===== src/rtl/fifo_pkg.sv =====
`default_nettype none
// ============================================================================
// Module      : fifo_pkg
// Description : Shared helpers and parameter-legality checks for fifo_param.
// Revision    : 1.0
// ============================================================================
package fifo_pkg;

  function automatic int addr_w(int depth);
    return (depth < 2) ? 1 : $clog2(depth);
  endfunction

  function automatic bit is_pow2(int v);
    return (v >= 2) && ((v & (v - 1)) == 0);
  endfunction

  function automatic bit params_ok(int data_w, int depth, int af, int ae, int fwft);
    return (data_w >= 1) && is_pow2(depth) &&
           (af >= 1) && (af <= depth) &&
           (ae >= 0) && (ae <= depth - 1) &&
           ((fwft == 0) || (fwft == 1));
  endfunction

endpackage : fifo_pkg
`default_nettype wire


===== src/rtl/fifo_ram.sv =====
`default_nettype none
// ============================================================================
// Module      : fifo_ram
// Description : DEPTH x DATA_W register array, one sync write, one async read.
// Revision    : 1.0
// ============================================================================
module fifo_ram #(
  parameter int DATA_W = 8,
  parameter int DEPTH  = 16,
  parameter int ADDR_W = 4
) (
  input  logic              clk,
  input  logic              we,
  input  logic [ADDR_W-1:0] wr_addr,
  input  logic [DATA_W-1:0] wr_data,
  input  logic [ADDR_W-1:0] rd_addr,
  output logic [DATA_W-1:0] rd_data
);

  // Storage is deliberately not reset; the read path masks stale contents.
  logic [DATA_W-1:0] r_mem [DEPTH];

  always_ff @(posedge clk) begin
    if (we) begin
      r_mem[wr_addr] <= wr_data;
    end
  end

  assign rd_data = r_mem[rd_addr];

endmodule : fifo_ram
`default_nettype wire


===== src/rtl/fifo_param.sv =====
`default_nettype none
// ============================================================================
// Module      : fifo_param
// Description : Parametrised synchronous FIFO with occupancy, threshold flags,
//               sticky error flags and optional first-word-fall-through.
// Revision    : 1.0
// ============================================================================
module fifo_param
  import fifo_pkg::*;
#(
  parameter int DATA_W    = 8,
  parameter int DEPTH     = 16,
  parameter int AF_THRESH = DEPTH - 2,
  parameter int AE_THRESH = 2,
  parameter int FWFT      = 0
) (
  input  logic                     clk,
  input  logic                     reset,
  input  logic                     write,
  input  logic                     read,
  input  logic                     clear_err,
  input  logic [DATA_W-1:0]        inputBus,
  output logic [DATA_W-1:0]        outputBus,
  output logic                     empty,
  output logic                     full,
  output logic                     almost_empty,
  output logic                     almost_full,
  output logic [$clog2(DEPTH):0]   count,
  output logic                     overflow,
  output logic                     underflow
);

  localparam int ADDR_W = addr_w(DEPTH);
  localparam logic [ADDR_W:0] c_af = (ADDR_W + 1)'(AF_THRESH);
  localparam logic [ADDR_W:0] c_ae = (ADDR_W + 1)'(AE_THRESH);

  if (!params_ok(DATA_W, DEPTH, AF_THRESH, AE_THRESH, FWFT)) begin : g_bad_params
    $error("fifo_param: illegal parameter set");
  end

  logic [ADDR_W:0]   r_wr_ptr;
  logic [ADDR_W:0]   r_rd_ptr;
  logic              r_overflow;
  logic              r_underflow;
  logic              w_rd_ok;
  logic              w_wr_ok;
  logic [DATA_W-1:0] w_rd_data;

  assign empty        = (r_wr_ptr == r_rd_ptr);
  assign full         = (r_wr_ptr[ADDR_W-1:0] == r_rd_ptr[ADDR_W-1:0]) &&
                        (r_wr_ptr[ADDR_W] != r_rd_ptr[ADDR_W]);
  assign count        = r_wr_ptr - r_rd_ptr;
  assign almost_full  = (count >= c_af);
  assign almost_empty = (count <= c_ae);
  assign overflow     = r_overflow;
  assign underflow    = r_underflow;

  // A write into a full FIFO is only legal when paired with an accepted read.
  assign w_rd_ok = read && !empty;
  assign w_wr_ok = write && (!full || w_rd_ok);

  always_ff @(posedge clk) begin
    if (reset) begin
      r_wr_ptr    <= '0;
      r_rd_ptr    <= '0;
      r_overflow  <= 1'b0;
      r_underflow <= 1'b0;
    end else begin
      if (w_wr_ok) r_wr_ptr <= r_wr_ptr + 1'b1;
      if (w_rd_ok) r_rd_ptr <= r_rd_ptr + 1'b1;
      // Setting beats clearing when both happen in the same cycle.
      r_overflow  <= (write && !w_wr_ok) || (r_overflow  && !clear_err);
      r_underflow <= (read  && !w_rd_ok) || (r_underflow && !clear_err);
    end
  end

  fifo_ram #(
    .DATA_W (DATA_W),
    .DEPTH  (DEPTH),
    .ADDR_W (ADDR_W)
  ) u_ram (
    .clk     (clk),
    .we      (w_wr_ok),
    .wr_addr (r_wr_ptr[ADDR_W-1:0]),
    .wr_data (inputBus),
    .rd_addr (r_rd_ptr[ADDR_W-1:0]),
    .rd_data (w_rd_data)
  );

  if (FWFT != 0) begin : g_fwft
    assign outputBus = empty ? '0 : w_rd_data;
  end else begin : g_std
    logic [DATA_W-1:0] r_out;

    // Async read of the old entry makes same-address full read/write read-first.
    always_ff @(posedge clk) begin
      if (reset) begin
        r_out <= '0;
      end else if (w_rd_ok) begin
        r_out <= w_rd_data;
      end
    end

    assign outputBus = r_out;
  end

endmodule : fifo_param
`default_nettype wire


===== config.mk =====
export PLATFORM = sky130hd
export DESIGN_NAME = fifo_param
export DESIGN_NICKNAME = d
export VERILOG_FILES = /design/src/rtl/fifo_pkg.sv /design/src/rtl/fifo_ram.sv /design/src/rtl/fifo_param.sv
export SDC_FILE = /design/constraint.sdc
export NUM_CORES = 1
export LEC_CHECK = 0
export ABC_CLOCK_PERIOD_IN_PS = 3500
export CAP_MARGIN = 10
export CELL_PAD_IN_SITES_DETAIL_PLACEMENT = 1
export CELL_PAD_IN_SITES_GLOBAL_PLACEMENT = 1
export CORE_MARGIN = 8
export CORE_UTILIZATION = 30
export CTS_BUF_LIST = sky130_fd_sc_hd__clkbuf_8 sky130_fd_sc_hd__clkbuf_16
export DETAILED_ROUTE_END_ITERATION = 7
export DONT_BUFFER_PORTS = 1
export PLACE_DENSITY = 0.5
export SETUP_SLACK_MARGIN = 0.15
export SYNTH_ARGS = -nofsm -noshare
export SYNTH_HDL_FRONTEND = slang
export SYNTH_SLANG_ARGS = --single-unit

===== constraint.sdc =====
create_clock -name clk -period 3.5 [get_ports clk]
set_input_delay 1.05 -clock clk [delete_from_list [all_inputs] [get_ports clk]]
set_output_delay 1.05 -clock clk [all_outputs]
set_load 0.02 [all_outputs]

==> impl_metrics.env, run 1 <==
export IMPL_result_of_the_run="finished, final reports clean"
export IMPL_drt_iter0_drc=231
export IMPL_pwr_density_nw_per_um2=639
export IMPL_synth_yosys_warnings=0
export IMPL_die_area_um2=25000
export IMPL_vias_per_cell=4.71
export IMPL_wl_per_cell_um=20.3
export IMPL_cp_required_ns=2.45
export IMPL_reg2reg_depth=5
export IMPL_core_rowCount=52
export IMPL_firstDrtPassIters=4
export IMPL_top_signal_layer_used="met4"
export IMPL_yosysUniqueCellTypes=44
export IMPL_worst_path_dominant_cell_family="compound AO/OA/AOI/OAI gates"
export IMPL_pleak_nw=2.25
export IMPL_htree_levels=4
export IMPL_grt_setup_unrepaired="yes"
export IMPL_floorplan_initialDensity=0.302
export IMPL_first_global_vias=3577
export IMPL_grt_pass1_wl_um=21800
export IMPL_critPathCaptureType="output port"
export IMPL_synthToLayoutAreaGrowth_pct=17.9
export IMPL_holdCritPathClass="reg2reg"
export IMPL_largest_vdd_supply_drop_mv=0.373
export IMPL_ant_nets=0
export IMPL_design_core_area_um2=20000
export IMPL_synthTopCellsByArea="sky130_fd_sc_hd__edfxtp_1 (64%), sky130_fd_sc_hd__mux2i_1 (8.3%), sky130_fd_sc_hd__dfxtp_1 (6.6%), sky130_fd_sc_hd__mux4_2 (3.0%), sky130_fd_sc_hd__nor2_1 (2.0%)"
export IMPL_final_layout_size_suffix_gt1_frac=0.189
export IMPL_post_synth_cell_area_avg_um2=15.8
export IMPL_dominant_cell_type_by_area_after_synthesis="sky130_fd_sc_hd__edfxtp_1"
export IMPL_postSynthRegisterBits=148
export IMPL_timing_rr_start="r_wr_ptr[3]"
export IMPL_dpl_cell_count=654
export IMPL_initial_antenna_violation_count=0
export IMPL_cts_hold_buffers=0
export IMPL_post_route_period_util=0.954
export IMPL_worst_pin_slew_ns=0.901
export IMPL_postPlaceCellArea_um2=6450
export IMPL_relSlewSlack=0.397
export IMPL_post_layout_nonfiller_instances=689
export IMPL_clk_pin_slew_worst_paths_ns=0.06
export IMPL_critPathMaxStageDelay_ns=0.36
export IMPL_cp_max_fo=5
export IMPL_start_kind="flip-flop"
export IMPL_cts_buffers=17
export IMPL_critPathLaunch="r_wr_ptr[0]"
export IMPL_fin_worst_hold_slack_ns=0.571
export IMPL_synth_async_sr_flop_share=0
export IMPL_wl_met3_um=341
export IMPL_maxSlewViolCount=0
export IMPL_critPathKind="reg2out"
export IMPL_timing_max_cap_violations=0
export IMPL_max_clock_freq_mhz=300
export IMPL_fin_crit_ns=3.34
export IMPL_final_common_cell="sky130_fd_sc_hd__edfxtp_1"
export IMPL_cts_tree="done"
export IMPL_synth_seq_area_share=0.701
export IMPL_syn_nets=406
export IMPL_post_synth_top_area_fraction=0.635
export IMPL_number_of_flops_mapped_to_enable_cells_by_yosys=128
export IMPL_num_vias=3242
export IMPL_p_total_mw=4.56
export IMPL_insertion_delay_ns=0.42
export IMPL_r2r_end="u_ram.r_mem[9][7]"
export IMPL_layout_area_seq_um2=4250
export IMPL_path_buf_inv=3
export IMPL_critical_path_depth=9
export IMPL_cts_sink_count=148
export IMPL_boundaryPins=32
export IMPL_finalWeightedCongestion=0.741
export IMPL_clock_root_buffer="sky130_fd_sc_hd__clkbuf_16"
export IMPL_postSynthCellCount=383
export IMPL_syn_area_um2=6050
export IMPL_die_height_um=158
export IMPL_place_worst_setup_slack_ns=0.430
export IMPL_grt_total_usage=0.120
export IMPL_grt_max_degree=32
export IMPL_postSynth_topFlopCell="sky130_fd_sc_hd__edfxtp_1"
export IMPL_route_detailed_drc=0
export IMPL_antenna_diode_count=0
export IMPL_routed_wl_um=14000
export IMPL_clock_path_buffers=2
export IMPL_final_area_um2=7140
export IMPL_reg2reg_setup_slack_ns=0.82
export IMPL_hold_viol_final=0
export IMPL_die_w_um=158
export IMPL_timing_critical_path_to="almost_empty"
export IMPL_multi_input_comb_area_um2=1700
export IMPL_nFillCells=2096
export IMPL_place_hpwl_um=9420
export IMPL_top_library_cells_by_usage_in_the_layout_fill_and_taps_aside="sky130_fd_sc_hd__edfxtp_1 (128), sky130_fd_sc_hd__mux2i_1 (50), sky130_fd_sc_hd__nor2_1 (33), sky130_fd_sc_hd__buf_4 (24)"
export IMPL_wl_met2_um=7060
export IMPL_fin_tns_setup_ns=0
export IMPL_final_setup_viol_count=0
export IMPL_detail_route_wirelength_met1_um=6360
export IMPL_finalCoreUtilization=0.356
export IMPL_grt_overflow_total=0
export IMPL_io_buffers=0
export IMPL_num_nets_final=429
export IMPL_worst_endpoint_arrival_ns=2.29
export IMPL_final_setup_margin_ns=0.161
export IMPL_worstPathCellList="inv_4 > ha_4 > inv_2 > fa_2 > a21o_1 > a21oi_2 > xnor2_2 > a211oi_2 > buf_4"
export IMPL_clock_skew_ns=0.00700
export IMPL_timing_critical_path_slowest_stage_cell="sky130_fd_sc_hd__dfxtp_4"
final cells by class:
class,instances,area share
clock buffer,17,0.0596
clock inverter,15,0.0288
inverter,8,0.00456
multi-input combinational,207,0.239
sequential,148,0.596
tap,270,0.0473
timing repair buffer,24,0.0252
Yosys cell counts, types with 6 or more instances:
cell,instances
sky130_fd_sc_hd__nor2_1,33
sky130_fd_sc_hd__inv_1,8
sky130_fd_sc_hd__mux4_2,8
sky130_fd_sc_hd__o22ai_1,16
sky130_fd_sc_hd__dfxtp_1,20
sky130_fd_sc_hd__ha_1,9
sky130_fd_sc_hd__nor3_1,13
sky130_fd_sc_hd__a221oi_1,8
sky130_fd_sc_hd__mux2i_1,50
sky130_fd_sc_hd__clkbuf_1,6
sky130_fd_sc_hd__a211oi_1,9
sky130_fd_sc_hd__edfxtp_1,128
sky130_fd_sc_hd__o21ai_0,11
worst min-delay path: stages (launching register included):
cell	delay, ns
sky130_fd_sc_hd__dfxtp_2	0.36
sky130_fd_sc_hd__mux2i_1	0.13
sky130_fd_sc_hd__nor2_1	0.05
flip-flops by register name, summed over array words and instances, names as in the netlist:
signal,cells
outputBus,8
overflow,1
r_rd_ptr,5
r_wr_ptr,5
u_ram.r_mem,128
underflow,1
layer usage:
| layer | vias up | GRT usage |
|---|---|---|
| met3 | 18 | 0.0262 |
| met4 | 0 | 0.0480 |
| met1 | 1662 | 0.148 |
| li1 | 1531 | - |
| met2 | 31 | 0.202 |
| met5 | - | 0 |
logic make-up (layout without fill, tap and decap cells):
kind of cell,count (synthesis),count (layout),synth area share
compound gates,60,60,0.0707
flops,148,148,0.701
simple gates,70,70,0.0558
fa+ha+maj,10,10,0.0219
buf+inv,28,64,0.0221
xor+xnor,9,9,0.0155
mux,58,58,0.112
power breakdown:
part           total [mW]  switching, mW  internal, mW
Combinational       0.589          0.358         0.231
Sequential           2.03         0.0677          1.97
Clock                1.93          0.731          1.20
Total                4.56           1.16          3.40
worst min path at each step:
stage	from	end	slack, ns	cells after the start
2_1_floorplan	r_wr_ptr[4]	r_wr_ptr[4]	0.53	2
3_3_place_gp	r_wr_ptr[4]	r_wr_ptr[4]	0.55	2
3_5_place_dp	r_rd_ptr[2]	r_rd_ptr[2]	0.57	3
4_1_cts	r_wr_ptr[0]	r_wr_ptr[0]	0.57	2
5_1_grt	r_wr_ptr[1]	r_wr_ptr[1]	0.60	2
6_report	r_wr_ptr[1]	r_wr_ptr[1]	0.57	2
what timing repair did:
action / CTS / global route
setup endpoints to repair: 3 / 1
pin swaps: 2 / 6
resized for setup: 6 / 5
setup buffers: 0 / 3
Note: power is estimated with default switching activity, not from simulation.
==> run 2: changes to the inputs <==
- ABC_CLOCK_PERIOD_IN_PS: 3500 -> 4000
- clock period: 3.5 -> 4 ns (I/O delays scaled with it)
==> run 2 against run 1 <==
Net effect:
- sequential share of layout area up 1.5 points
- clock power down 22%
- global-route usage up 0.36 points
- wire length up 2.9%
- hold slack worse by 0.0016 ns
- clock skew up 0.0034 ns
- sequential power down 12%
- largest cell class unchanged
- highest routed layer unchanged
- via count down 0.96%
- design area down 2.5%
- combinational power down 17%
- worst setup slack better by 0.18 ns
- register-to-register slack better by 0.42 ns
- critical path type unchanged
==> impl_metrics.env, run 2 (synthesized netlist as in run 1, its figures left out) <==
export IMPL_maxSlewViolCount=0
export IMPL_place_worst_setup_slack_ns=0.776
export IMPL_met1_usage=0.147
export IMPL_timing_rr_start="r_rd_ptr[3]"
export IMPL_place_hpwl_um=9560
export IMPL_num_vias=3211
export IMPL_synthToLayoutAreaGrowth_pct=15.0
export IMPL_critPathLaunch="r_wr_ptr[0]"
export IMPL_grt_total_usage=0.124
export IMPL_post_layout_nonfiller_instances=680
export IMPL_core_rowCount=52
export IMPL_cp_max_fo=5
export IMPL_firstDrtPassIters=4
export IMPL_finalWeightedCongestion=0.720
export IMPL_cts_sink_count=148
export IMPL_grt_setup_unrepaired="no"
export IMPL_die_height_um=158
export IMPL_drt_iter0_drc=165
export IMPL_clock_path_buffers=2
export IMPL_clock_skew_ns=0.0104
export IMPL_final_area_um2=6960
export IMPL_busiest_layer="met2"
export IMPL_ant_nets=0
export IMPL_r2r_end="u_ram.r_mem[12][2]"
export IMPL_largest_register_ff_count=128
export IMPL_htree_levels=4
export IMPL_critPathKind="reg2out"
export IMPL_p_total_mw=3.77
export IMPL_grt_overflow_total=0
export IMPL_first_global_vias=3473
export IMPL_fin_crit_ns=3.66
export IMPL_dpl_cell_count=648
export IMPL_result_of_the_run="finished, final reports clean"
export IMPL_clock_root_buffer="sky130_fd_sc_hd__clkbuf_16"
export IMPL_final_setup_viol_count=0
export IMPL_num_nets_final=420
export IMPL_die_w_um=158
export IMPL_cp_required_ns=2.80
export IMPL_nFillCells=2094
export IMPL_registers_top_by_ff_count="u_ram.r_mem"
export IMPL_largest_vdd_supply_drop_mv=0.286
export IMPL_worst_pin_slew_ns=0.914
export IMPL_top_library_cells_by_usage_in_the_layout_fill_and_taps_aside="sky130_fd_sc_hd__edfxtp_1 (128), sky130_fd_sc_hd__mux2i_1 (50), sky130_fd_sc_hd__nor2_1 (33), sky130_fd_sc_hd__dfxtp_1 (18), sky130_fd_sc_hd__clkbuf_16 (17)"
export IMPL_post_route_period_util=0.916
export IMPL_max_clock_freq_mhz=273
export IMPL_fin_worst_hold_slack_ns=0.570
export IMPL_wl_per_cell_um=21.1
export IMPL_cts_buffers=17
export IMPL_reg2reg_depth=6
export IMPL_holdCritPathClass="reg2reg"
export IMPL_reg2reg_setup_slack_ns=1.24
export IMPL_design_core_area_um2=20000
export IMPL_antenna_diode_count=0
export IMPL_hold_viol_final=0
export IMPL_grt_max_degree=32
export IMPL_floorplan_initialDensity=0.302
export IMPL_boundaryPins=32
export IMPL_start_kind="flip-flop"
export IMPL_vias_per_cell=4.72
export IMPL_die_area_um2=25000
export IMPL_route_detailed_drc=0
export IMPL_final_setup_margin_ns=0.337
export IMPL_postPlaceCellArea_um2=6400
export IMPL_cell_depth_of_the_worst_min_delay_path=3
export IMPL_min_from="r_rd_ptr[2]"
export IMPL_grt_util_met3=0.0311
export IMPL_cts_tree="done"
export IMPL_grt_pass1_wl_um=21900
export IMPL_critPathCaptureType="output port"
export IMPL_routed_wl_um=14400
export IMPL_timing_max_cap_violations=0
export IMPL_clk_pin_slew_worst_paths_ns=0.07
export IMPL_insertion_delay_ns=0.42
export IMPL_final_common_cell="sky130_fd_sc_hd__edfxtp_1"
export IMPL_hold_end="r_rd_ptr[2]"
export IMPL_relSlewSlack=0.388
export IMPL_worst_endpoint_arrival_ns=2.46
export IMPL_io_buffers=0
export IMPL_pleak_nw=2.15
export IMPL_fin_tns_setup_ns=0
export IMPL_pwr_density_nw_per_um2=542
export IMPL_initial_antenna_violation_count=0
export IMPL_final_layout_size_suffix_gt1_frac=0.151
export IMPL_gr_usage_met2=0.208
export IMPL_finalCoreUtilization=0.347
run 2: worst max path at each step:
stage / end / slack, ns / cells after the start
finish: almost_empty / 0.34 / 9
CTS: almost_empty / 0.31 / 9
detailed placement: almost_empty / 0.78 / 9
floorplan: almost_empty / 0.35 / 8
global placement: almost_empty / 0.85 / 5
global route: almost_empty / 0.17 / 9
run 2: critical path, cell delays in order (launching register included):
cell and delay (ns):
sky130_fd_sc_hd__dfxtp_1 0.35, sky130_fd_sc_hd__inv_1 0.13, sky130_fd_sc_hd__ha_1 0.19, sky130_fd_sc_hd__inv_1 0.06, sky130_fd_sc_hd__fa_1 0.40, sky130_fd_sc_hd__a21o_1 0.20
sky130_fd_sc_hd__a21oi_1 0.17, sky130_fd_sc_hd__xnor2_1 0.12, sky130_fd_sc_hd__a211oi_1 0.24, sky130_fd_sc_hd__buf_4 0.18
run 2: power by group:
part           switching, mW  internal [mW]  leakage, nW
Sequential            0.0551           1.72         1.32
Combinational          0.307          0.181        0.555
Clock                  0.646          0.860        0.273
Total                   1.01           2.76         2.15
run 2: routing by layer:
layer | routed length [um] | vias to the layer above
li1 | - | 1517
met1 | 6330 | 1634
met2 | 7240 | 38
met3 | 516 | 22
met4 | 292 | 0
met5 | 0 | -
run 2: area by class of cell:
type / instances / area, um^2 / area share
multi-input combinational: 207 / 1670 / 0.240
timing repair buffer: 15 / 113 / 0.0162
tap: 270 / 338 / 0.0486
clock buffer: 17 / 425 / 0.0612
inverter: 8 / 30.0 / 0.00432
clock inverter: 15 / 131 / 0.0189
sequential: 148 / 4250 / 0.610
run 2: repair_timing:
item | 4_1_cts | 5_1_grt
setup endpoints to repair | 0 | 1
buffers inserted | 0 | 0
hold buffers | 0 | 0
gates resized for setup | 0 | 1
endpoints found under the hold margin | 0 | 0
==> run 3: changes to the inputs <==
- HOLD_SLACK_MARGIN: not set -> 0.06
==> results of run 3 <==
The final DEF is identical to that of run 2; final timing and power are the same.
